--- src/rtl/fetch_pkg.sv ---
// -----------------------------------------------------------------------------
// fetch_pkg
// Shared types and constants for the instruction fetch stage.
//   fetch_entry_t  : {pc, instr} pair buffered in the prefetch FIFO
//   FETCH_STATE_e  : fetch control state (RUN issuing, HOLD waiting for space)
//   WORD_BYTES     : byte stride between consecutive fetches
//   BE_WORD        : byte-enable pattern for a full-word read
//   next_pc()      : sequential PC increment (wraps modulo 2^32)
// -----------------------------------------------------------------------------
package fetch_pkg;

   localparam int         WORD_BYTES = 4;
   localparam logic [3:0] BE_WORD    = 4'b1111;

   typedef struct packed {
      logic [31:0] pc;
      logic [31:0] instr;
   } fetch_entry_t;

   typedef enum logic {
      RUN  = 1'b0,
      HOLD = 1'b1
   } FETCH_STATE_e;

   function automatic logic [31:0] next_pc(input logic [31:0] pc);
      return pc + 32'(WORD_BYTES);
   endfunction

endpackage

--- src/rtl/fetch_fifo.sv ---
// -----------------------------------------------------------------------------
// fetch_fifo
// Prefetch buffer between the code-memory response and decode. Head entry is
// read straight from storage, so a pushed word becomes visible the cycle after
// the push. Flush empties the buffer and takes priority over push and pop.
// Ports:
//   i_clk, i_rst_n : clock, asynchronous active-low reset
//   i_push, i_data : write one entry (never issued while full)
//   i_pop          : consume the head entry (ignored when empty)
//   i_flush        : discard all entries
//   o_valid        : buffer non-empty
//   o_head         : head entry
//   o_count        : number of stored entries
// -----------------------------------------------------------------------------
module fetch_fifo
   import fetch_pkg::*;
#(
   parameter int DEPTH = 2,
   parameter int CNT_W = $clog2(DEPTH + 1)
) (
   input  logic             i_clk,
   input  logic             i_rst_n,
   input  logic             i_push,
   input  fetch_entry_t     i_data,
   input  logic             i_pop,
   input  logic             i_flush,
   output logic             o_valid,
   output fetch_entry_t     o_head,
   output logic [CNT_W-1:0] o_count
);

   localparam int PTR_W = $clog2(DEPTH);

   fetch_entry_t     r_mem [DEPTH];
   logic [PTR_W-1:0] r_wr_ptr;
   logic [PTR_W-1:0] r_rd_ptr;
   logic [CNT_W-1:0] r_count;
   logic             w_do_pop;

   assign w_do_pop = i_pop && (r_count != '0);

   always_ff @(posedge i_clk or negedge i_rst_n) begin
      if (!i_rst_n) begin
         r_wr_ptr <= '0;
         r_rd_ptr <= '0;
         r_count  <= '0;
         for (int i = 0; i < DEPTH; i++) begin
            r_mem[i] <= '0;
         end
      end else if (i_flush) begin
         r_wr_ptr <= '0;
         r_rd_ptr <= '0;
         r_count  <= '0;
      end else begin
         if (i_push) begin
            r_mem[r_wr_ptr] <= i_data;
            r_wr_ptr        <= r_wr_ptr + 1'b1;
         end
         if (w_do_pop) begin
            r_rd_ptr <= r_rd_ptr + 1'b1;
         end
         if (i_push && !w_do_pop) begin
            r_count <= r_count + 1'b1;
         end else if (!i_push && w_do_pop) begin
            r_count <= r_count - 1'b1;
         end
      end
   end

   // The issue rule upstream guarantees a free slot for every returning word.
   a_no_overflow : assert property (@(posedge i_clk) disable iff (!i_rst_n)
      !(i_push && !i_flush && !w_do_pop && (r_count == CNT_W'(DEPTH))));

   assign o_valid = (r_count != '0);
   assign o_head  = r_mem[r_rd_ptr];
   assign o_count = r_count;

endmodule

--- src/rtl/instr_fetch_unit.sv ---
// -----------------------------------------------------------------------------
// instr_fetch_unit
// Fetch stage: owns the PC, issues word reads to code memory (1-cycle read
// latency) and hands {PC, instruction} pairs to decode through a prefetch FIFO.
// Redirects flush the FIFO, drop the response returning that cycle and reload
// the PC.
// Optional feature macro: FETCH_ALIGN_CHECK_EN -- a misaligned PC raises a
// sticky oFault and stalls fetch until the next redirect. Without it the low
// two bits of a redirect target are cleared and oFault is tied low.
// Ports:
//   iCLK, iRST_N               : clock, asynchronous active-low reset
//   oReadEnable/oAddress       : code-memory read request
//   oWriteEnable/oByteEnable   : constant word-read qualifiers
//   iReadData                  : read data, one cycle after oReadEnable
//   iRedirect/iRedirectPC      : redirect request and target
//   oValid/iReady              : decode handshake
//   oInstr/oInstrPC            : head instruction and its PC
//   oFault                     : misaligned-fetch fault
// -----------------------------------------------------------------------------
module instr_fetch_unit
   import fetch_pkg::*;
#(
   parameter logic [31:0] RESET_PC   = 32'h0000_0000,
   parameter int          FIFO_DEPTH = 2
) (
   input  logic        iCLK,
   input  logic        iRST_N,
   output logic        oReadEnable,
   output logic        oWriteEnable,
   output logic [3:0]  oByteEnable,
   output logic [31:0] oAddress,
   input  logic [31:0] iReadData,
   input  logic        iRedirect,
   input  logic [31:0] iRedirectPC,
   output logic        oValid,
   input  logic        iReady,
   output logic [31:0] oInstr,
   output logic [31:0] oInstrPC,
   output logic        oFault
);

   localparam int CNT_W = $clog2(FIFO_DEPTH + 1);
   localparam int OCC_W = CNT_W + 1;

   logic [31:0]  r_pc;
   logic [31:0]  r_req_pc;
   logic         r_inflight;
   logic         r_kill;
   FETCH_STATE_e r_state;
   FETCH_STATE_e w_state_nxt;

   logic             w_head_vld;
   fetch_entry_t     w_head;
   fetch_entry_t     w_push_data;
   logic [CNT_W-1:0] w_count;
   logic [OCC_W-1:0] w_occ;
   logic             w_pop;
   logic             w_push;
   logic             w_rule_ok;
   logic             w_issue;
   logic             w_misaligned;
   logic             w_fault;
   logic [31:0]      w_redirect_pc;

`ifdef FETCH_ALIGN_CHECK_EN
   logic r_fault;

   assign w_misaligned  = (r_pc[1:0] != 2'b00);
   assign w_redirect_pc = iRedirectPC;
   assign w_fault       = r_fault;

   // Fault latches when a misaligned PC reaches issue and holds until redirect.
   always_ff @(posedge iCLK or negedge iRST_N) begin
      if (!iRST_N) begin
         r_fault <= 1'b0;
      end else if (iRedirect) begin
         r_fault <= 1'b0;
      end else if (w_misaligned) begin
         r_fault <= 1'b1;
      end
   end
`else
   assign w_misaligned  = 1'b0;
   assign w_redirect_pc = iRedirectPC & 32'hFFFF_FFFC;
   assign w_fault       = 1'b0;
`endif

   assign oValid = w_head_vld && !w_fault;
   assign w_pop  = oValid && iReady;

   // Slots already committed (stored + returning) minus the one leaving now.
   assign w_occ     = OCC_W'(w_count) + OCC_W'(r_inflight) - OCC_W'(w_pop);
   assign w_rule_ok = (w_occ < OCC_W'(FIFO_DEPTH));
   assign w_issue   = w_rule_ok && !iRedirect && !w_fault && !w_misaligned;

   // A redirect in the response cycle, or the slot right after one, kills the word.
   assign w_push      = r_inflight && !r_kill && !iRedirect;
   assign w_push_data = '{pc: r_req_pc, instr: iReadData};

   fetch_fifo #(
      .DEPTH (FIFO_DEPTH),
      .CNT_W (CNT_W)
   ) u_fifo (
      .i_clk   (iCLK),
      .i_rst_n (iRST_N),
      .i_push  (w_push),
      .i_data  (w_push_data),
      .i_pop   (w_pop),
      .i_flush (iRedirect),
      .o_valid (w_head_vld),
      .o_head  (w_head),
      .o_count (w_count)
   );

   always_ff @(posedge iCLK or negedge iRST_N) begin
      if (!iRST_N) begin
         r_pc       <= RESET_PC;
         r_req_pc   <= '0;
         r_inflight <= 1'b0;
         r_kill     <= 1'b0;
         r_state    <= RUN;
      end else begin
         r_inflight <= w_issue;
         r_kill     <= iRedirect;
         r_state    <= w_state_nxt;
         if (iRedirect) begin
            r_pc <= w_redirect_pc;
         end else if (w_issue) begin
            r_req_pc <= r_pc;
            r_pc     <= next_pc(r_pc);
         end
      end
   end

   always_comb begin
      w_state_nxt = r_state;
      case (r_state)
         RUN:     if (!w_rule_ok && !iRedirect) w_state_nxt = HOLD;
         HOLD:    if (w_pop || iRedirect)       w_state_nxt = RUN;
         default: w_state_nxt = RUN;
      endcase
   end

   // Reset gating keeps the strobe low while the block is held in reset.
   assign oReadEnable  = w_issue && iRST_N;
   assign oAddress     = r_pc;
   assign oWriteEnable = 1'b0;
   assign oByteEnable  = BE_WORD;
   assign oInstr       = w_head.instr;
   assign oInstrPC     = w_head.pc;
   assign oFault       = w_fault;

endmodule

--- config.mk ---
export PLATFORM = sky130hd
export DESIGN_NAME = instr_fetch_unit
export DESIGN_NICKNAME = d
export VERILOG_FILES = /design/src/rtl/fetch_pkg.sv /design/src/rtl/fetch_fifo.sv /design/src/rtl/instr_fetch_unit.sv
export SDC_FILE = /design/constraint.sdc
export NUM_CORES = 1
export LEC_CHECK = 0
export CORE_ASPECT_RATIO = 0.8
export CORE_MARGIN = 2
export CORE_UTILIZATION = 28
export CTS_CLUSTER_DIAMETER = 100
export DETAILED_ROUTE_END_ITERATION = 10
export PLACE_DENSITY_LB_ADDON = 0.3
export RECOVER_POWER = 25
export SYNTH_ARGS = -nofsm -noshare
export SYNTH_HDL_FRONTEND = slang
export SYNTH_HIERARCHICAL = 1
export SYNTH_SLANG_ARGS = --single-unit
--- constraint.sdc ---
create_clock -name iCLK -period 9.8 [get_ports iCLK]
set_input_delay 0.98 -clock iCLK [delete_from_list [all_inputs] [get_ports iCLK]]
set_output_delay 0.98 -clock iCLK [all_outputs]
set_load 0.05 [all_outputs]
After elaboration in Yosys (flattened, before gate mapping)
Index checks and enable logic that the tools add are counted.
{"block": "totals", "ram_bits": 0, "memories": 0, "output_inout_bits": 104, "word_cells": 60, "latch_bits": 0, "rom_bits": 0, "regBits": 198, "inputBits": 68}
{"block": "classes", "n_reduce_logical": 20, "muxes": 15, "order_cmp": 4, "shifts": 0, "addsub": 7, "bitwise": 3, "n_div": 0, "eq_ne": 0, "multipliers": 0}
{"op": "64-bit 2-to-1 mux", "n": 4}
{"op": "128-bit bitwise mux", "n": 1}
{"op": "64-bit demux with 1-bit select", "n": 1}
{"op": "32-bit 2-to-1 mux", "n": 2}
{"op": "32-bit by 3-bit adder with 32-bit output, second input constant", "n": 1}
{"op": "1-bit logical AND", "n": 9}
{"op": "2-bit nonzero test", "n": 4}
{"op": "2-bit 2-to-1 mux", "n": 3}
{"op": "2-bit >= comparator, second input constant", "n": 2}
{"op": "1-bit logical NOT", "n": 4}
{"op": "1-bit 2-to-1 mux", "n": 4}
{"op": "1-bit NOT with 2-bit output", "n": 2}
{"op": "2-bit AND reduction", "n": 2}
{"op": "2-bit by 1-bit adder with 3-bit output", "n": 1}
{"op": "3-bit by 2-bit less-than comparator with 1-bit output, second input constant", "n": 1}
{"op": "3-bit nonzero test", "n": 1}
{"op": "3-bit by 1-bit subtractor with 3-bit output", "n": 1}
{"op": "1-bit adder, second input constant", "n": 2}
{"op": "2-bit by 1-bit adder with 2-bit output, second input constant", "n": 1}
{"op": "2-bit by 1-bit less-than comparator with 1-bit output, second input constant", "n": 1}
{"op": "2-bit by 1-bit subtractor with 2-bit output, second input constant", "n": 1}
{"op": "1-bit NOT", "n": 1}

Logic depth before layout (Yosys ltp)
Gate-level depths: netlist (run 1).
{"block": "logic_depth", "depth_word": 8, "mapped_depth": 12, "ltp_nobuf": 10}

Cells and area by module
The synthesis (run 1) kept the hierarchy.
{"module": "fetch_fifo", "seq_area_each_um2": 3303.2, "cells_each": 363, "instances": 1, "area_per_inst_um2": 6356.1}
{"module": "instr_fetch_unit", "seq_area_each_um2": 1551.5, "cells_each": 301, "instances": 1, "area_per_inst_um2": 3144.3}

Worst setup path before layout (run 1)
No wires, ideal clock.
{"block": "synth_timing", "path_type": "input-to-output", "startpoint": "in iReady", "endpoint": "out oReadEnable", "path_buffers": 2, "slack_ns": 5.466, "path_stages": 11, "arrival_time_ns": 3.354, "required_ns": 8.820, "path_cell_list": "and2_1 -> ha_1 -> nand2b_1 -> fa_1 -> xor2_1 -> clkbuf_1 -> nand2b_1 -> nand2b_1 -> buf_2 -> inv_1 -> and2_1"}
{"block": "synth_via", "elab_chain_len": 5}
{"element": "start, declared", "line": "instr_fetch_unit.sv:36", "source": "input logic iReady,"}
{"element": "1-bit logical AND", "line": "instr_fetch_unit.sv:89", "source": "assign w_pop = oValid && iReady;"}
{"element": "3-bit by 1-bit subtractor with 3-bit output", "line": "instr_fetch_unit.sv:92", "source": "assign w_occ = OCC_W'(w_count) + OCC_W'(r_inflight) - OCC_W'(w_pop);"}
{"element": "3-bit by 2-bit less-than comparator with 1-bit output", "line": "instr_fetch_unit.sv:93", "source": "assign w_rule_ok = (w_occ < OCC_W'(FIFO_DEPTH));"}
{"element": "1-bit logical AND", "line": "instr_fetch_unit.sv:94", "source": "assign w_issue = w_rule_ok && !iRedirect && !w_fault && !w_misaligned;"}
{"element": "named net w_issue", "line": "instr_fetch_unit.sv:60", "source": "logic w_issue;"}
{"element": "1-bit logical AND", "line": "instr_fetch_unit.sv:145", "source": "assign oReadEnable = w_issue && iRST_N;"}
{"element": "end, declared", "line": "instr_fetch_unit.sv:28", "source": "output logic oReadEnable,"}
The timed path passes the listed nets, and every way through them passes these cells.

Final worst setup path (run 1)
{"block": "layout_timing", "startpoint": "in iRST_N", "endpoint": "out oReadEnable"}
{"block": "layout_via", "elab_chain_len": 1}
{"element": "start, declared", "line": "instr_fetch_unit.sv:27", "source": "input logic iRST_N,"}
{"element": "1-bit logical AND", "line": "instr_fetch_unit.sv:145"}
No other way between the ends.

==> metrics.md, run 1 <==
| Metric | Value |
|---|---|
| Worst-case clock skew | 0.0121 ns |
| Critical Path AT | 5.65 ns |
| Max FO, Critical Path | 87 |
| Avg Cell Area, Syn | 14.3 sq um |
| Post-CTS setup buffer count | 0 |
| Initial DRC Count | 280 |
| Core ar. | 33,600 sq um |
| Post-DRT Antenna Nets | 0 |
| Rows | 60 |
| Leakage | 5.11 nW |
| ANT cells | 0 |
| Type of the most critical hold path | flip-flop to flip-flop |
| WL/cell | 18.4 microns |
| Chip Height | 169 microns |
| Synth Instances | 664 |
| Max Cap Violations | 2 |
| Count of final hold-check violations | 0 |
| RSZ-0062 raised after global routing | false |
| Status | complete, but fails checks |
| Fin crit share | 0.677 |
| PortBufs | 161 |
| Worst setup EP type | output port |
| Initial core utilization | 0.283 |
| Yosys top cell area share | 0.511 |
| Seq pwr share | 0.374 |
| Largest net degree at the start of global routing | 88 |
| First-pass GRT wire length | 36.2 mm |
| CTS sink cnt | 194 |
| All-layer global routing usage | 0.135 |
| P_sw | 0.00112 W |
| Number of synthesized flops with an enable pin | 0 |
| Post-Syn Area | 9500 sq um |
| Combinational share of power | 0.389 |
| Violated checks | max-capacitance violations, max-slew violations |
| Fraction of layout cells with a size suffix above 1 | 0.324 |
| Highest clock rate | 151 MHz |
| DR vias | 5,770 |
| CTS buffer count | 17 |
| Placer congestion estimate | 0.733 |
| # resized after CTS | 0 |
| Cts hold-fix bufs | 0 |
| Synth warn | 6 |
| GRT overflow | 0 |
| Clock latency at the later pin of the worst-skew pair | 0.45 ns |
| Worst EP required | 8.82 ns |
| Cell-internal power | 0.00189 W |
| Startpoint type of the worst setup path | primary input |
| Average vias per placed instance | 4.58 |
| Hpwl dp | 14.8 mm |
| Sw Ratio | 0.371 |
| Peak supply drop | 0.118 mV |
| Initial antenna violation count | 0 |
| Pwr Density | 253 nW/um^2 |
| CTS tree | done |
| Non-Filler Instances | 1,259 |
| Placed Instances | 1,227 |
| Final nets | 883 |
| Critical path class | primary input to output port |
| Final Util | 0.354 |
| Register area share after synthesis | 0.511 |
| Synth area leader | dfrtp_1 |
| Minimum clock period | 6.63 ns |
| Seq cells post-synth | 194 |
| Clk pwr share | 0.237 |
| Async set-or-reset flop fraction in the synthesized netlist | 1.00 |
| Cell variety after synth | 50 |
| CTS max path bufs | 2 |
| Vias in the first global route | 5,860 |
| Relative slew slack | -2.23 |
| Final Max Slew Viols | 142 |
| DRC viols | 0 |
| CTS clk-pin slew, worst paths | 0.07 ns |
| DIE AREA | 35,400 sq um |
| Root Driver | clkbuf_16 |
| Die X | 210 microns |
| Drt total wl | 23.2 mm |
| Ys flop type | dfrtp_1 |
| Setup TNS Final | 0 ns |
| P&R area growth vs syn | 25.1% |
| Setup violations, final | 0 |
| TritonRoute pass-1 iters | 4 |
| Worst-Margin Slew | 4.84 ns |
| Fill cell count | 3,250 |
| IO Count | 172 |
| H-tree levels | 4 |
| Area contributors post-synth | dfrtp_1 51%, mux2_4 19%, mux2_2 12% |
==> synth_stat cells, types with 2 or more instances <==
cell      count
or4_1        10
nor2_1       16
nand3b_1      2
o21ai_0      18
nand2b_1      4
xnor2_1       9
or3_1         4
o31ai_1      12
clkbuf_1     15
mux2_4      120
nand3_1      16
a21oi_1       5
a31oi_1      11
nor3b_1       4
buf_6         2
conb_1        2
a22oi_1       2
xor2_1        3
inv_1         3
and4_1        2
and2_1        2
or2_2         2
nor4_1        8
buf_4         8
buf_2        11
nand4_1      10
nor3_1        4
mux2i_1       2
buf_12       13
a21boi_0      2
nor4b_1       2
o211ai_1      2
mux2_2      102
nor2b_1       5
dfrtp_1     194
ha_1          2
nand2_1      22
==> power groups by stage <==
stage	Combinational, W	Sequential [W]	Clock [W]
final	0.00117	0.00113	0.000714
after detailed placement	0.00118	0.00114	0
after global placement	0.00117	0.00114	0
after floorplan	0.000802	0.00114	0
after global routing	0.00123	0.00115	0.000781
after CTS	0.00118	0.00113	0.000750
==> metal layers <==
layer	vias to the layer above	GRT usage	routed length [microns]
met5	-	0	0
met4	0	0.0364	215
met3	15	0.0341	960
met2	135	0.195	9860
met1	2910	0.199	12100
li1	2710	-	-
==> stage by stage <==
step	total power [W]	hold WS [ns]	setup WS, ns	instance area (sq um)
finish	0.00301	0.507	3.17	11900
global route	0.00316	0.522	2.24	11900
CTS	0.00306	0.508	3.53	11900
detailed placement	0.00232	0.487	3.55	11300
global placement	0.00231	0.481	3.60	11300
floorplan	0.00194	0.474	5.47	9540
==> sequential cells by signal (all words and copies together) (netlist names) <==
name	flops
oAddress	30
u_fifo/r_mem	128
u_fifo/r_wr_ptr	1
r_kill	1
u_fifo/o_count	2
u_fifo/r_rd_ptr	1
r_req_pc	30
r_inflight	1
==> placed cells by master (no fill, tap or decap), types with 12 or more instances in the layout <==
cell type / n
dfrtp_1: 193
clkdlybuf4s50_1: 159
mux2_4: 120
mux2_2: 102
nand2_1: 22
o21ai_0: 18
clkbuf_16: 17
nand3_1: 16
nor2_1: 16
o31ai_1: 12
conb_1: 12
==> logic make-up after synthesis <==
kind of cell             after synthesis  share of synthesized area
AO/OA/AOI/OAI                         59                     0.0399
XOR/XNOR                              12                     0.0111
adder cells (fa/ha/maj)                3                    0.00474
buffers and inverters                 53                     0.0494
flip-flops                           194                      0.511
multiplexers                         224                      0.313
other                                  2                   0.000790
AND/OR/NAND/NOR                      117                     0.0705
==> worst paths after layout <==
| kind | depth (start not counted) | from | end | slack (ns) |
|---|---|---|---|---|
| min in group asynchronous | 1 | iRST_N | u_fifo/r_mem[83] | 2.28 |
| min | 1 | u_fifo/r_mem[88] | u_fifo/r_mem[88] | 0.51 |
| max in group asynchronous | 3 | iRST_N | u_fifo/r_mem[2] | 4.15 |
| min reg2reg | 1 | u_fifo/r_mem[88] | u_fifo/r_mem[88] | 0.51 |
| max reg2reg | 9 | u_fifo/o_count[1] | r_req_pc[17] | 5.74 |
| max | 3 | iRST_N | oReadEnable | 3.17 |
==> critical path: stages <==
cell and delay [ns]:
clkbuf_1 3.31, and2_1 0.44, clkdlybuf4s50_1 0.83
==> layout make-up <==
type / count / area (sq um) / share of cell area
clock inverters: 12 / 140 / 0.0118
flip-flops and latches: 194 / 4860 / 0.409
clock buffers: 20 / 457 / 0.0384
multi-input cells: 427 / 4220 / 0.355
well taps: 434 / 543 / 0.0457
inverters: 4 / 15.0 / 0.00126
repair buffers: 168 / 1650 / 0.139
Note: power is estimated with default switching activity, not from simulation.
==> run 2: changes to the inputs <==
- clock period: 9.8 -> 5.4 ns (I/O delays scaled with it)
==> run 2 against run 1 <==
Net effect: the flow still finishes with violations (max-capacitance violations, max-slew violations); non-clock buffer count increased by 3; clock-buffer cell count decreased by 2; utilization about the same; power increased by 80%; sequential power increased by 81%; critical endpoint unchanged; largest power group unchanged; highest routed layer unchanged.
==> metrics.md, run 2 (synthesis results as in run 1) <==
| Metric | Value |
|---|---|
| Status | complete, but fails checks |
| Violated checks | max-capacitance violations, max-slew violations |
| Chip Height | 169 microns (unchanged) |
| PortBufs | 161 (unchanged) |
| Slowest library cell on the worst path | xor2_1 |
| Dpl cell area | 11,300 sq um (+0.18%) |
| # resized after CTS | 0 (unchanged) |
| Final nets | 886 (+0.34%) |
| Core ar. | 33,600 sq um (unchanged) |
| Max Cap Violations | 2 (unchanged) |
| Peak supply drop | 0.172 mV (+46%) |
| P&R area growth vs syn | 25.0% (about the same) |
| Worst-Margin Slew | 2.88 ns (-1.97 ns) |
| Initial antenna violation count | 0 (unchanged) |
| First-pass GRT wire length | 36.3 mm (+0.36%) |
| WP buf/inv | 2 (unchanged) |
| Root Driver | clkbuf_16 |
| Critical Path AT | 4.01 ns (-1.64 ns) |
| All-layer global routing usage | 0.135 (about the same) |
| Cts hold-fix bufs | 0 (unchanged) |
| Hpwl dp | 14.9 mm (+0.84%) |
| H-tree levels | 4 (unchanged) |
| Commonest non-fill, non-tap cell in the layout | dfrtp_1 |
| Clock latency at the later pin of the worst-skew pair | 0.45 ns (about the same) |
| DR vias | 5,787 (+0.29%) |
| Worst EP required | 4.86 ns (-3.96 ns) |
| CTS sink cnt | 194 (unchanged) |
| Largest register FFs | 128 (unchanged) |
| Post-DRT Antenna Nets | 0 (unchanged) |
| Fraction of layout cells with a size suffix above 1 | 0.329 (+0.00487) |
| Die X | 210 microns (unchanged) |
| Startpoint type of the worst setup path | flip-flop |
| Type of the most critical hold path | primary input to asynchronous set/reset pin |
| ANT cells | 0 (unchanged) |
| Initial core utilization | 0.283 (unchanged) |
| GRT overflow | 0 (unchanged) |
| CP top delay family | simple AND/OR/NAND/NOR gates |
| Pwr Density | 456 nW/um^2 (+80%) |
| DIE AREA | 35,400 sq um (unchanged) |
| Drt total wl | 22.9 mm (-1.2%) |
| Total power | 0.00541 W (+80%) |
| Rows | 60 (unchanged) |
| Worst setup EP type | output port |
| Post-CTS setup buffer count | 0 (unchanged) |
| FF-to-FF Start | u_fifo/o_count[1] |
| Average vias per placed instance | 4.59 (about the same) |
| Vias in the first global route | 5,865 (+0.085%) |
| Max FO, Critical Path | 12 (-86%) |
| CP Cell Sequence | or2_2 -> and2_1 -> ha_1 -> nand2b_1 -> fa_1 -> xor2_1 -> nand2b_1 -> nand2b_2 -> inv_1 -> and2_1 -> buf_4 |
| CTS tree | done |
| CTS buffer count | 17 (unchanged) |
| DRC viols | 0 (unchanged) |
| Fill cell count | 3,264 (+0.43%) |
| Reg-to-reg critical path endpoint | r_req_pc[19] |
| Minimum clock period | 4.55 ns |
| Fin area | 11,900 sq um (about the same) |
| Reg with most FFs | u_fifo/r_mem |
| Setup TNS Final | 0 ns (unchanged) |
| Setup violations, final | 0 (unchanged) |
| Count of final hold-check violations | 0 (unchanged) |
| TritonRoute pass-1 iters | 4 (unchanged) |
| Most frequent cells in the layout | 193 x dfrtp_1, 158 x clkdlybuf4s50_1, 120 x mux2_4, 102 x mux2_2, 22 x nand2_1 |
| Worst-case clock skew | 0.00831 ns (-0.00380 ns) |
| Initial DRC Count | 301 (+7.5%) |
| Highest clock rate | 220 MHz |
| CTS clk-pin slew, worst paths | 0.08 ns (about the same) |
| Crit-path max cell delay | 0.65 ns (-2.66 ns) |
| WL/cell | 18.1 microns (-1.4%) |
| Critical path class | flip-flop to output port |
| RSZ-0062 raised after global routing | false |
| Leakage | 5.11 nW (about the same) |
| Relative slew slack | -0.917 (+1.31) |
| Placer congestion estimate | 0.738 (+0.71%) |
| Largest net degree at the start of global routing | 91 (+3.4%) |
| CTS max path bufs | 2 (unchanged) |
| Final Max Slew Viols | 106 (-25%) |
| Fin crit share | 0.843 |
| Reg2reg setup slack | 1.42 ns (-4.32 ns) |
| IO Count | 172 (unchanged) |
| Worst reg2reg path depth | 10 (+1) |
## run 2: per-layer routing
metal  vias up  wire [microns]  global-route usage  part of all wire
li1       2706               -                   -                 -
met1      2915           11800               0.199              0.52
met2       147            9360               0.184              0.41
met3        19            1440              0.0447             0.063
met4         0             264              0.0410             0.012
met5         -               0                   0                 0
## run 2: worst max-delay path by stage
stage	startpoint	to	slack, ns	depth (start not counted)
floorplan	u_fifo/o_count[1]	oReadEnable	1.54	12
global placement	iReady	oReadEnable	1.11	11
detailed placement	iReady	oReadEnable	1.09	11
CTS	u_fifo/o_count[1]	oReadEnable	0.81	11
global route	u_fifo/o_count[1]	oReadEnable	0.49	11
finish	u_fifo/o_count[1]	oReadEnable	0.85	11
## run 2: area by class of cell
class / instances / area, sq um / share of cell area
tap: 434 / 543 / 0.0457
sequential: 194 / 4860 / 0.409
timing repair buffer: 171 / 1680 / 0.141
multi-input combinational: 427 / 4220 / 0.355
inverter: 4 / 15.0 / 0.00126
clock inverter: 14 / 121 / 0.0102
clock buffer: 18 / 439 / 0.0370
## run 2: power breakdown
part           total [W]  switching [W]  internal, W
logic            0.00212        0.00117     0.000954
clock network    0.00125       0.000628     0.000619
registers        0.00204       0.000242      0.00180
## run 2: metrics by stage
stage          setup WS (ns)  cells  utilization  hold slack, ns
4_1_cts                0.809   1262        0.354           0.169
3_5_place_dp            1.09   1230        0.337           0.487
5_1_grt                0.490   1262        0.354           0.206
6_report               0.848   1262        0.354           0.156
2_1_floorplan           1.54    674            -           0.244
3_3_place_gp            1.11   1230        0.337           0.483
## run 2: worst reg2reg max path: cells and delay by family (launching register included)
| kind | cells | cell delay [ns] |
|---|---|---|
| adder cells (fa/ha/maj) | 2 | 0.66 |
| flip-flops | 1 | 0.48 |
| AND/OR/NAND/NOR | 5 | 1.32 |
| XOR/XNOR | 1 | 0.65 |
| buffers and inverters | 1 | 0.39 |
| multiplexers | 1 | 0.38 |
==> run 3: changes to the inputs <==
- clock period: 5.4 -> 4.6 ns (I/O delays scaled with it)
==> run 3 against run 2 <==
Net effect: combinational power up 18%; cell area up 0.55%; hold slack improved by 0.35 ns; setup slack worse by 0.51 ns; clock-buffer cell count up 1; largest power group unchanged; sequential power up 18%; global-route usage about the same; first-iteration DRC count is 14% higher; critical path type unchanged; the run still ends with max-capacitance violations, max-slew violations left; routed wire length about the same; critical path depth unchanged; largest cell class unchanged.
==> metrics.md, run 3 (synthesis results as in run 1) <==
| Metric | Value |
|---|---|
| Chip Height | 169 microns (unchanged) |
| # resized after CTS | 0 (unchanged) |
| WP buf/inv | 2 (unchanged) |
| Total power | 0.00642 W (+19%) |
| Peak supply drop | 0.202 mV (+17%) |
| ANT cells | 0 (unchanged) |
| CTS clk-pin slew, worst paths | 0.07 ns (about the same) |
| Vias in the first global route | 5,899 (+0.58%) |
| DRC viols | 0 (unchanged) |
| Average vias per placed instance | 4.59 (+0.13%) |
| Root Driver | clkbuf_16 |
| Largest register FFs | 128 (unchanged) |
| GRT overflow | 0 (unchanged) |
| Critical path class | flip-flop to output port |
| Initial antenna violation count | 0 (unchanged) |
| CTS max path bufs | 2 (unchanged) |
| Final Max Slew Viols | 185 (+75%) |
| Fraction of layout cells with a size suffix above 1 | 0.329 (+0.000810) |
| Worst EP required | 4.14 ns (-0.72 ns) |
| Minimum clock period | 4.26 ns |
| Clock latency at the later pin of the worst-skew pair | 0.45 ns (about the same) |
| Worst min-delay path startpoint | u_fifo/r_mem[69] |
| P&R area growth vs syn | 25.6% |
| Reg2reg setup slack | 0.83 ns (-0.59 ns) |
| Leakage | 5.14 nW (+0.42%) |
| Crit-path max cell delay | 0.64 ns (about the same) |
| DR vias | 5,799 (+0.21%) |
| GR met1 Demand/Resource | 0.204 (+0.00461) |
| Max Cap Violations | 2 (unchanged) |
| RSZ-0062 raised after global routing | false |
| Count of final hold-check violations | 0 (unchanged) |
| Reg with most FFs | u_fifo/r_mem |
| PortBufs | 161 (unchanged) |
| Initial core utilization | 0.283 (unchanged) |
| Worst setup EP type | output port |
| Startpoint type of the worst setup path | flip-flop |
| M2 GR Usage | 0.186 (+0.00217) |
| Worst reg2reg path depth | 9 (-1) |
| First-pass GRT wire length | 36.4 mm (+0.32%) |
| Worst-case clock skew | 0.00846 ns (+0.000149 ns) |
| Fill cell count | 3,238 (-0.80%) |
| Hold Crit Depth | 1 |
| CTS buffer count | 17 (unchanged) |
| Combinational share of power | 0.389 (-0.003) |
| Dpl cell area | 11,300 sq um (+0.22%) |
| Worst-Margin Slew | 2.15 ns (-0.727 ns) |
| H-tree levels | 4 (unchanged) |
| Non-Filler Instances | 1,263 (+0.079%) |
| Post-DRT Antenna Nets | 0 (unchanged) |
| Largest net degree at the start of global routing | 131 (+44%) |
| Placer congestion estimate | 0.750 (+1.6%) |
| Cell-internal power | 0.00403 W (+20%) |
| Hold endpoint | u_fifo/r_mem[69] |
| CTS sink cnt | 194 (unchanged) |
| Final Util | 0.356 (+0.00194) |
| Seq pwr share | 0.373 (-0.004) |
| Pwr Density | 538 nW/um^2 (+18%) |
| Highest clock rate | 235 MHz |
| Fin crit share | 0.926 |
| Critical Path AT | 3.80 ns (-0.21 ns) |
| Initial DRC Count | 343 (+14%) |
| CP Cell Sequence | or2_2 -> and2_1 -> ha_1 -> nand2b_1 -> fa_1 -> xor2_1 -> nand2b_1 -> nand2b_2 -> inv_1 -> and2_1 -> buf_4 |
| Clk pwr share | 0.238 (+0.008) |
| CP top delay family | simple AND/OR/NAND/NOR gates |
| Most frequent cells in the layout | 193 x dfrtp_1, 158 x clkdlybuf4s50_1, 120 x mux2_4, 102 x mux2_2, 22 x nand2_1 |
| Commonest non-fill, non-tap cell in the layout | dfrtp_1 |
| Slowest library cell on the worst path | xor2_1 |
| Max FO, Critical Path | 12 (unchanged) |
| DIE AREA | 35,400 sq um (unchanged) |
| Relative slew slack | -0.432 (+0.485) |
| Violated checks | max-capacitance violations, max-slew violations |
| Reg-to-reg critical path endpoint | oAddress[23] |
| Rows | 60 (unchanged) |
| Fin area | 11,900 sq um (+0.55%) |
| Core ar. | 33,600 sq um (unchanged) |
| Final nets | 887 (+0.11%) |
| IO Count | 172 (unchanged) |
| Setup violations, final | 0 (unchanged) |
| WL/cell | 18.1 microns (-0.15%) |
| Die X | 210 microns (unchanged) |
| Setup TNS Final | 0 ns (unchanged) |
| Drt total wl | 22.9 mm (about the same) |
| Busiest layer in global routing | met1 |
| FF-to-FF Start | u_fifo/o_count[1] |
| CTS tree | done |
| Status | complete, but fails checks |
| Sw Ratio | 0.372 (-0.00452) |
| Type of the most critical hold path | flip-flop to flip-flop |
| Hpwl dp | 14.7 mm (-1.8%) |
| Placed Instances | 1,230 (unchanged) |
| P_sw | 0.00239 W (+17%) |
| GRT met3 Usage | 0.0354 (-0.00928) |
| TritonRoute pass-1 iters | 4 (unchanged) |
| All-layer global routing usage | 0.135 (+0.000382) |
[run 3: metrics by stage]
stage / hold slack, ns / setup WS (ns)
final: 0.506 / 0.342
after global routing: 0.519 / 0.0338
after CTS: 0.509 / 0.322
after detailed placement: 0.481 / 0.690
after global placement: 0.480 / 0.685
after floorplan: 0.164 / 0.816
[run 3: how the worst max path moves through the flow]
stage,from,endpoint,slack [ns],cells after the start
after global routing,u_fifo/o_count[1],oReadEnable,0.03,11
after global placement,iReady,oReadEnable,0.68,11
after CTS,u_fifo/o_count[1],oReadEnable,0.32,11
final,u_fifo/o_count[1],oReadEnable,0.34,11
after floorplan,u_fifo/o_count[1],oReadEnable,0.82,12
after detailed placement,iReady,oReadEnable,0.69,11
[run 3: per-layer routing]
metal / vias up / share of wire / wire length (microns)
met5: - / 0 / 0
met1: 2923 / 0.53 / 12100
met3: 22 / 0.048 / 1090
met2: 145 / 0.41 / 9340
li1: 2709 / - / -
met4: 0 / 0.016 / 361
[run 3: area by class of cell]
type	count	area [sq um]	area share
inverters	4	15.0	0.00126
multi-input cells	427	4220	0.353
clock inverters	13	146	0.0123
flip-flops and latches	194	4860	0.407
well taps	434	543	0.0455
clock buffers	19	453	0.0379
repair buffers	172	1700	0.143
[run 3: power groups by stage]
| stage | Sequential, W | Clock (W) | Combinational (W) |
|---|---|---|---|
| floorplan | 0.00243 | 0 | 0.00171 |
| finish | 0.00240 | 0.00153 | 0.00250 |
| CTS | 0.00240 | 0.00160 | 0.00252 |
| global route | 0.00246 | 0.00167 | 0.00262 |
| global placement | 0.00242 | 0 | 0.00250 |
| detailed placement | 0.00243 | 0 | 0.00251 |
[run 3: what timing repair did]
action                    4_1_cts  5_1_grt
hold buffers                    1        0
setup buffers                   0        0
hold endpoints to repair       11        0
